### src/rtl/drum_strike_trigger.sv
`default_nettype none
// ============================================================================
// Module      : drum_strike_trigger
// Description : Turns a stream of gyro pitch-rate samples into drum hit
//               events. A fast downward swing arms the detector, the peak
//               rate is tracked, and the slow-down (or reversal) that marks
//               the stick striking the pad emits one hit with a zone and a
//               velocity derived from the peak. A cooldown then masks
//               rebound samples.
//               Optional feature macro: DRUM_TRIG_HITCNT_EN (accepted-hit
//               counter on hit_count; tied to zero when undefined).
// Revision    : 1.0 - initial release
// ============================================================================
module drum_strike_trigger #(
  parameter logic [15:0] ARM_THRESH       = 16'd2000,
  parameter logic [15:0] RELEASE_THRESH   = 16'd500,
  parameter int          COOLDOWN_SAMPLES = 8,
  parameter int          MAX_SWING        = 64,
  parameter int          VEL_SHIFT        = 6
) (
  input  logic        clk,
  input  logic        rst,
  input  logic        valid_in,
  input  logic [2:0]  zone_id,
  input  logic [15:0] gyro_rate,
  input  logic        hit_ready,
  output logic        hit_valid,
  output logic [2:0]  hit_zone,
  output logic [7:0]  hit_velocity,
  output logic [15:0] hit_count
);

  // One counter is shared between swing length and cooldown, so it must
  // hold the larger of the two limits.
  localparam int CNT_MAX = (MAX_SWING > COOLDOWN_SAMPLES) ? MAX_SWING : COOLDOWN_SAMPLES;
  localparam int CNT_W   = $clog2(CNT_MAX + 1);

  localparam logic [1:0] ST_IDLE     = 2'd0;
  localparam logic [1:0] ST_SWING    = 2'd1;
  localparam logic [1:0] ST_EMIT     = 2'd2;
  localparam logic [1:0] ST_COOLDOWN = 2'd3;

  logic [1:0]       state;
  logic [1:0]       state_next;
  logic [CNT_W-1:0] cnt;
  logic [15:0]      peak;
  logic [2:0]       zone_q;
  logic [7:0]       vel_q;

  logic [15:0]      mag;
  logic [15:0]      peak_max;
  logic [15:0]      vel_shifted;
  logic [7:0]       vel_clamped;
  logic             is_down;
  logic             arm;
  logic             release_hit;
  logic             swing_last;
  logic             cool_last;
  logic             accept;

  // Rate magnitude, saturating the one value whose negation overflows.
  always_comb begin
    if (gyro_rate == 16'h8000) begin
      mag = 16'h7FFF;
    end else if (gyro_rate[15]) begin
      mag = 16'(~gyro_rate + 16'd1);
    end else begin
      mag = gyro_rate;
    end
  end

  // Qualified sample conditions and the velocity of a swing ending now.
  always_comb begin
    is_down     = gyro_rate[15];
    arm         = valid_in && is_down && (mag >= ARM_THRESH);
    release_hit = valid_in && (!is_down || (mag < RELEASE_THRESH));
    swing_last  = (cnt == CNT_W'(MAX_SWING - 1));
    cool_last   = (cnt == CNT_W'(1));
    accept      = (state == ST_EMIT) && hit_ready;
    peak_max    = (mag > peak) ? mag : peak;
    vel_shifted = peak_max >> VEL_SHIFT;
    if (vel_shifted == 16'd0) begin
      vel_clamped = 8'd1;
    end else if (vel_shifted > 16'd255) begin
      vel_clamped = 8'd255;
    end else begin
      vel_clamped = vel_shifted[7:0];
    end
  end

  // State register.
  always_ff @(posedge clk) begin
    if (rst) begin
      state <= ST_IDLE;
    end else begin
      state <= state_next;
    end
  end

  // Next-state logic; release is checked before the swing timeout.
  always_comb begin
    state_next = state;
    case (state)
      ST_IDLE: begin
        if (arm) state_next = ST_SWING;
      end
      ST_SWING: begin
        if (valid_in) begin
          if (release_hit) begin
            state_next = ST_EMIT;
          end else if (swing_last) begin
            state_next = ST_COOLDOWN;
          end
        end
      end
      ST_EMIT: begin
        if (hit_ready) state_next = ST_COOLDOWN;
      end
      ST_COOLDOWN: begin
        if (valid_in && cool_last) state_next = ST_IDLE;
      end
      default: state_next = ST_IDLE;
    endcase
  end

  // Swing datapath: peak, zone, velocity capture and the shared counter.
  always_ff @(posedge clk) begin
    if (rst) begin
      cnt    <= '0;
      peak   <= '0;
      zone_q <= '0;
      vel_q  <= '0;
    end else begin
      case (state)
        ST_IDLE: begin
          if (arm) begin
            peak   <= mag;
            zone_q <= zone_id;
            cnt    <= CNT_W'(1);
          end
        end
        ST_SWING: begin
          if (valid_in) begin
            zone_q <= zone_id;
            peak   <= peak_max;
            if (release_hit) begin
              vel_q <= vel_clamped;
            end else if (swing_last) begin
              cnt <= CNT_W'(COOLDOWN_SAMPLES);
            end else begin
              cnt <= cnt + CNT_W'(1);
            end
          end
        end
        ST_EMIT: begin
          if (hit_ready) cnt <= CNT_W'(COOLDOWN_SAMPLES);
        end
        ST_COOLDOWN: begin
          if (valid_in) cnt <= cnt - CNT_W'(1);
        end
        default: cnt <= '0;
      endcase
    end
  end

  // Outputs: the hit is pending for exactly as long as the FSM sits in EMIT.
  always_comb begin
    hit_valid    = (state == ST_EMIT);
    hit_zone     = zone_q;
    hit_velocity = vel_q;
  end

`ifdef DRUM_TRIG_HITCNT_EN
  logic [15:0] hit_count_q;

  // Accepted-hit counter, free-running wrap at 16 bits.
  always_ff @(posedge clk) begin
    if (rst) begin
      hit_count_q <= '0;
    end else if (accept) begin
      hit_count_q <= hit_count_q + 16'd1;
    end
  end

  assign hit_count = hit_count_q;
`else
  logic unused_accept;
  assign unused_accept = accept;
  assign hit_count     = '0;
`endif

endmodule
`default_nettype wire

### config.mk
export PLATFORM = sky130hd
export DESIGN_NAME = drum_strike_trigger
export DESIGN_NICKNAME = d
export VERILOG_FILES = /design/src/rtl/drum_strike_trigger.sv
export SDC_FILE = /design/constraint.sdc
export NUM_CORES = 1
export LEC_CHECK = 0
export ABC_AREA = 1
export CORE_ASPECT_RATIO = 1.25
export CORE_MARGIN = 8
export CORE_UTILIZATION = 45
export CTS_BUF_LIST = sky130_fd_sc_hd__clkbuf_2 sky130_fd_sc_hd__clkbuf_4 sky130_fd_sc_hd__clkbuf_8
export CTS_CLUSTER_SIZE = 24
export DETAILED_ROUTE_END_ITERATION = 10
export GPL_TIMING_DRIVEN = 0
export HOLD_SLACK_MARGIN = 0.12
export PLACE_DENSITY_LB_ADDON = 0.08
export SYNTH_ARGS = -nofsm -noshare
export SYNTH_HDL_FRONTEND = slang
export SYNTH_SLANG_ARGS = --single-unit
### constraint.sdc
create_clock -name clk -period 4.1 [get_ports clk]
set_clock_uncertainty 0.2 [all_clocks]
set_input_delay 0.41 -clock clk [delete_from_list [all_inputs] [get_ports clk]]
set_output_delay 0.41 -clock clk [all_outputs]
set_load 0.02 [all_outputs]
==> summary.txt, run 1 <==
Outcome
  • Outcome: finished, final reports clean

Routing
  • Via count: 3,543
  • Post-route antenna net violation count: 0
  • DR iter-0 viols: 199
  • Drt pass-1 iters: 5
  • Vias per cell: approximately 5
  • Routed len/inst: ~12 µm
  • Routed WL: 8.475 mm
  • Detailed-route DRC error count: 0

Final layout
  • Area occupied by multi-input gates: 2222 µm²
  • Area delta synth->final: 17.77%
  • Post-Route Utilization: 54.22%
  • Fillers: between 700 and 800
  • Share of layout cells above drive strength 1: 10.19%
  • Final Non-Filler Cells: between 700 and 800
  • FF+latch area: 720.7 µm²
  • Final nets: 675
  • Number of inserted diodes: 0

Clocking
  • Clock sink total: 36
  • CTS buffer count: 5
  • H-tree lvl count: 2
  • Longest Clk Path Bufs: 2
  • Postcts setup bufs: 0
  • Clk pin slew, worst setup/hold paths: 80 ps
  • Clk Latency, worst-skew pair: 280 ps
  • Root buf cell: clkbuf_8
  • TritonCTS clock tree: done

Yosys
  • Post-Syn Area: 3387 µm²
  • Syn Area/Cell: 5.901 µm²
  • Ys async rst share: 0%
  • FF+latch count, synth: 36
  • Synth top area cells: dfxtp_1 (21%), nand2_1 (18%), ha_1 (8.9%)
  • YS warnings: 0
  • Area leader, netlist: dfxtp_1
  • Synth cell types: 38
  • EDFF count, synth: 0
  • Yosys top cell area share: 21.28%
  • Post-synthesis instance total: ~570
  • Seq/Total Area, Yosys: 21.28%
  • Synth Flop Type: dfxtp_1

Timing
  • Slew @ Worst Pin: roughly 500 ps
  • Fin crit period: 3679 ps
  • Slew Limit Fails: 0
  • Final setup violation count: 0
  • Final Cycle Share: between 80% and 90%
  • Unrepaired setup endpoints after global routing: no
  • Max-slew headroom: 66.64%
  • Peak Freq: 271.8 MHz
  • Hold Vio Cnt, Final: 0

Die
  • Starting Density: a little under half
  • Row Count: 35
  • DIE HEIGHT: 113.0 µm
  • # IOs: 51
  • Die area: 10,580 µm²
  • Die W: 93.60 µm
  • Core area: roughly 7400 µm²

Pwr
  • Comb power frac: 60.1%
  • Sequential fraction of design power: a little over a quarter
  • Switch Pwr: about 1.0 mW
  • Internal Pwr Total: ~1.1 mW
  • Clock power share: 13.4%
  • P_leak: 2.043 nW
  • Switching share of total power: 48.78%
  • Total power: about 2.1 mW
  • Pwr dens: approximately 530 nW/µm²
  • Max VDD drop: 0.0003188 V

Critical path
  • R2R cell count: 17
  • Critical path arrival: 3710 ps
  • Crit-path max FO: 10
  • CP startpoint kind: input port
  • CP Data Required Time: roughly 4100 ps
  • Critical path type: input port to flop
  • Worst setup EP type: flop

GRT
  • Initial antenna violation count: 0
  • Largest net degree at the start of global routing: 11
  • Total GRT Usage: 16.40%
  • Wire length of the first global-routing pass: 14.52 mm
  • GR Overflow Total: 0
  • Vias in the first global route: 3,319

Min path
  • Worst hold stages: 2
  • Hold Path Class: flop to flop

Flow run
  • MaxCap Viol Count: 0

Placed design
  • Post-DP HPWL: just under 7 mm
  • Inst Count DP: between 700 and 800
  • Final GP Congestion: 0.8599
  • I/O Buffers: 32
[final cells by class]
| class | instances | share of cell area, % |
|---|---|---|
| Clock buffer | 7 | 2.415 |
| Tap cell | 92 | 2.886 |
| Inverter | 80 | 7.591 |
| Timing Repair Buffer | 32 | 8.030 |
| Multi-Input combinational cell | 442 | 55.71 |
| Buffer | 31 | 5.301 |
| Sequential cell | 36 | 18.07 |
[path summary, 6_finish.rpt]
kind	end	slack, ps	start
hold / removal	peak[12]$_SDFFE_PP0P_	270	peak[12]$_SDFFE_PP0P_
setup reg to reg	hit_velocity[0]$_SDFFE_PP0P_	1570	peak[7]$_SDFFE_PP0P_
setup / recovery	hit_velocity[0]$_SDFFE_PP0P_	420	gyro_rate[0]
hold reg to reg	peak[12]$_SDFFE_PP0P_	270	peak[12]$_SDFFE_PP0P_
[cell usage after synthesis (2+ instances only)]
| cell type | count |
|---|---|
| nor4_1 | 3 |
| dfxtp_1 | 36 |
| o211ai_1 | 2 |
| ha_1 | 24 |
| nand4_1 | 5 |
| nand2_1 | 164 |
| xor2_1 | 3 |
| inv_1 | 75 |
| clkbuf_1 | 6 |
| nor3_1 | 3 |
| o21ai_0 | 38 |
| buf_6 | 2 |
| buf_4 | 19 |
| nand3_2 | 7 |
| nand2_2 | 6 |
| o21ai_1 | 2 |
| nand3_1 | 30 |
| a21oi_1 | 40 |
| inv_2 | 3 |
| nor2_1 | 80 |
| nor2_2 | 6 |
| buf_2 | 4 |
[registers in the layout, summed over array words and instances, names as in the netlist]
name and cells:
state 2, hit_zone 3, cnt 7, hit_velocity 8, peak 16
[cell families (layout without fill, tap and decap cells)]
| kind of cell | count (synthesis) | count (layout) | share of synthesized area, % |
|---|---|---|---|
| buffers and inverters | 111 | 150 | 15.07 |
| AND/OR/NAND/NOR | 310 | 310 | 40.12 |
| flip-flops | 36 | 36 | 21.28 |
| AO/OA/AOI/OAI | 89 | 89 | 13.78 |
| XOR/XNOR | 3 | 3 | 0.7759 |
| adder cells (fa/ha/maj) | 24 | 24 | 8.866 |
| other | 1 | 16 | 0.1107 |
[stage by stage]
| stage | setup WS, ps | hold WS (ps) | cell area (µm²) | setup TNS (ps) |
|---|---|---|---|---|
| floorplan | 844.9 | 243.6 | 3443 | 0 |
| global placement | -264.6 | 251.8 | 3879 | -1999 |
| detailed placement | -294.8 | 256.3 | 3879 | -2392 |
| CTS | 88.20 | 268.0 | 3976 | 0 |
| global route | 8.359 | 291.6 | 3989 | 0 |
| finish | 420.9 | 266.1 | 3989 | 0 |
[power by group through the flow]
stage / Combinational, mW / Clock [mW] / Sequential [mW]
finish: 1.26 / 0.283 / 0.557
floorplan: 0.914 / 0 / 0.573
detailed placement: 1.24 / 0 / 0.564
global placement: 1.22 / 0 / 0.559
global route: 1.45 / 0.304 / 0.575
CTS: 1.25 / 0.292 / 0.556
[layer usage]
layer	global-route usage, %	vias to the layer above	part of all wire, %
met3	2.119	6	4.6
met5	0	-	0
met1	18.96	1566	44
li1	-	1892	-
met4	5.726	0	1.3
met2	29.74	79	50
[repair_timing]
action,CTS,global route
setup endpoints to repair,1,15
endpoints found under the hold margin,0,0
gates resized for setup,1,11
hold buffers,0,0
[cells in the final DEF, fill, tap and decap left out, drive strengths merged, types with 24 or more instances in the layout]
cell and instances:
o21ai 41, clkdlybuf4s50 32, buf 26, ha 24, a21oi 40, dfxtp 36, inv 79, nand2 171
nor2 87, nand3 38
[critical path, cell delays in order]
cell and delay, ps:
clkdlybuf4s50_1 490, inv_1 50, ha_1 220, nand2_2 160, nor2_8 80, nand3b_4 150
nand2_1 70, nor2_1 280, inv_1 80, ha_1 300, nand2_1 80, nor4_1 280
inv_1 120, nand2_4 140, buf_4 180, nand2_1 60, o21ai_1 150, nand2_1 90
nor2_1 90, nand3_1 70, nand3_1 70, nand2_1 50, inv_1 40
(Power assumes the default switching activity.)
==> run 2: changes to the inputs <==
ABC_CLOCK_PERIOD_IN_PS = 4100   (was unset)
==> results of run 2 <==
No change in the layout: final DEF, timing and power equal those of run 1.
==> run 3: changes to the inputs <==
ABC_CLOCK_PERIOD_IN_PS = 3400   (was 4100)
clock period = 3.4 ns   (was 4.1 ns; I/O delays follow)
==> run 3 against run 2 <==
  * Register-to-register slack got worse by 660 ps
  * Core utilization rose by 4.2 points
  * Critical path depth fell by 1
  * Largest power group unchanged
==> summary.txt, run 3 (same netlist as run 1, synthesis figures left out) <==
Pwr
  • P_leak: 2.265 nW
  • Max VDD drop: 0.0003874 V
  • Pwr dens: around 630 nW/µm²

Critical path
  • CP top delay family: simple AND/OR/NAND/NOR gates
  • R2R cell count: 15
  • CP most frequent cell: nand2_1
  • Crit-path max FO: 7
  • CP startpoint kind: input port
  • CP max stage cell: ha_4
  • WP buf/inv: 5
  • CP Data Required Time: roughly 3400 ps
  • Worst R2R Start: peak[7]$_SDFFE_PP0P_
  • Critical path arrival: 3190 ps
  • Worst path cell trace: clkdlybuf4s15_1 -> inv_1 -> ha_2 -> nand2_4 -> nor2_8 -> nand3b_4 -> buf_4 -> nand3_4 -> ha_4 -> nand2_1 -> nor2_2 -> nand4_1 -> nor4_1 -> inv_1 -> nand2_4 -> clkbuf_8 -> nand2_1 -> o21ai_2 -> nand2_1 -> o21ai_0 -> nand2_1 -> a21oi_1
  • FF-to-FF End: peak[11]$_SDFFE_PP0P_
  • Reg2reg setup slack: 910 ps
  • Critical path type: input port to flop
  • Worst setup EP type: flop
  • Critical path's largest stage delay: 280 ps

Routing
  • Via count: about 3,600
  • Highest Signal Layer: met4
  • Routed wl met3: 393 µm
  • DR iter-0 viols: 205
  • Detailed-route DRC error count: 0
  • Routed WL: 8.898 mm
  • Routed len/inst: 12.16 µm
  • Vias per cell: 4.982
  • Drt pass-1 iters: 5
  • Post-route antenna net violation count: 0
  • Met2 WL post-DR: ~4.5 mm
  • Metal-1 WL: 3.871 mm

Die
  • DIE HEIGHT: 113.0 µm
  • Row Count: 35
  • # IOs: a little over 50
  • Starting Density: 46.04%
  • Die W: 93.60 µm
  • Core area: 7357 µm²
  • Die area: 10,580 µm²

GRT
  • Vias in the first global route: ~3,400
  • Wire length of the first global-routing pass: 15.11 mm
  • Total GRT Usage: 17.05%
  • GR Overflow Total: 0
  • Initial antenna violation count: 0
  • Largest net degree at the start of global routing: 11

Clocking
  • Clock sink total: 36
  • Clk Latency, worst-skew pair: 290 ps
  • H-tree lvl count: 2
  • Hold_buf cts: 0
  • TritonCTS clock tree: done
  • CTS buffer count: 5
  • Root buf cell: clkbuf_8
  • Clk pin slew, worst setup/hold paths: approximately 70 ps
  • Longest Clk Path Bufs: 2

Final layout
  • Post-route cell area: 4300 µm²
  • Number of flip-flops in the largest register: 16
  • Area delta synth->final: 26.97%
  • Final nets: just under 700
  • Commonest non-fill, non-tap cells in the layout: nand2_1 (156), nor2_1 (74), inv_1 (72)
  • Number of inserted diodes: 0
  • Biggest register: peak
  • Share of layout cells above drive strength 1: 16.56%
  • Commonest non-fill, non-tap cell in the layout: nand2_1

Min path
  • Hold Startpoint: rst
  • Hold Path Class: input port to flop
  • Worst hold stages: 2
  • Hold Path Sink: peak[10]$_SDFFE_PP0P_

Placed design
  • Placed inst area: 3879 µm²
  • Final GP Congestion: 0.8599
  • I/O Buffers: 32
  • Post-DP HPWL: ~6.9 mm

Timing
  • Fin crit period: 3175 ps
  • Slew Limit Fails: 0
  • Hold Slack: around 240 ps
  • Hold Vio Cnt, Final: 0
  • Unrepaired setup endpoints after global routing: no
  • Final setup violation count: 0
  • Final Cycle Share: roughly 93%
  • Peak Freq: 315.0 MHz

Outcome
  • Outcome: finished, final reports clean

Flow run
  • MaxCap Viol Count: 0
run 3: how the worst max path moves through the flow:
stage                                        end  cells past startpoint  slack, ps         start
floorplan           hit_velocity[0]$_SDFFE_PP0P_                     25        210  gyro_rate[0]
global placement    hit_velocity[0]$_SDFFE_PP0P_                     26       -890  gyro_rate[0]
detailed placement  hit_velocity[0]$_SDFFE_PP0P_                     26       -920  gyro_rate[0]
CTS                 hit_velocity[0]$_SDFFE_PP0P_                     22          6  gyro_rate[1]
global route        hit_velocity[0]$_SDFFE_PP0P_                     24          4  gyro_rate[0]
finish                     peak[11]$_SDFFE_PP0P_                     22        220  gyro_rate[0]
run 3: metrics by stage:
step	TNS, ps	util [%]	total power [mW]	worst slack, ps	cells
final	0	58.45	2.696	225.0	732
after global routing	0	58.45	2.968	3.542	732
after CTS	0	56.24	2.668	5.601	727
after detailed placement	-17220	52.72	2.180	-924.8	713
after global placement	-16500	52.72	2.148	-894.6	713
after floorplan	0	-	1.793	214.9	589
run 3: final cells by class:
class | instances | area, µm²
Buffer | 31 | 229.0
Sequential cell | 36 | 720.7
Fill cell | 761 | 3057
Clock buffer | 7 | 96.34
Timing Repair Buffer | 43 | 447.9
Inverter | 80 | 305.3
Tap cell | 92 | 115.1
Multi-Input combinational cell | 443 | 2386
run 3: power breakdown:
| group | internal (mW) | switching (mW) |
|---|---|---|
| sequential | 0.563 | 0.110 |
| clock | 0.181 | 0.163 |
| combinational | 0.638 | 1.04 |
| total | 1.38 | 1.31 |
run 3: layer usage:
metal / global-route usage [%] / up-vias
li1: - / 1923
met1: 19.60 / 1623
met3: 1.987 / 11
met4: 5.620 / 0
met2: 31.34 / 90
met5: 0 / -
run 3: repair_timing:
item	CTS	global route
pin swaps	10	16
buffers inserted	5	5
endpoints found under the setup margin	24	24
gates cloned	2	0
resized for setup	36	38
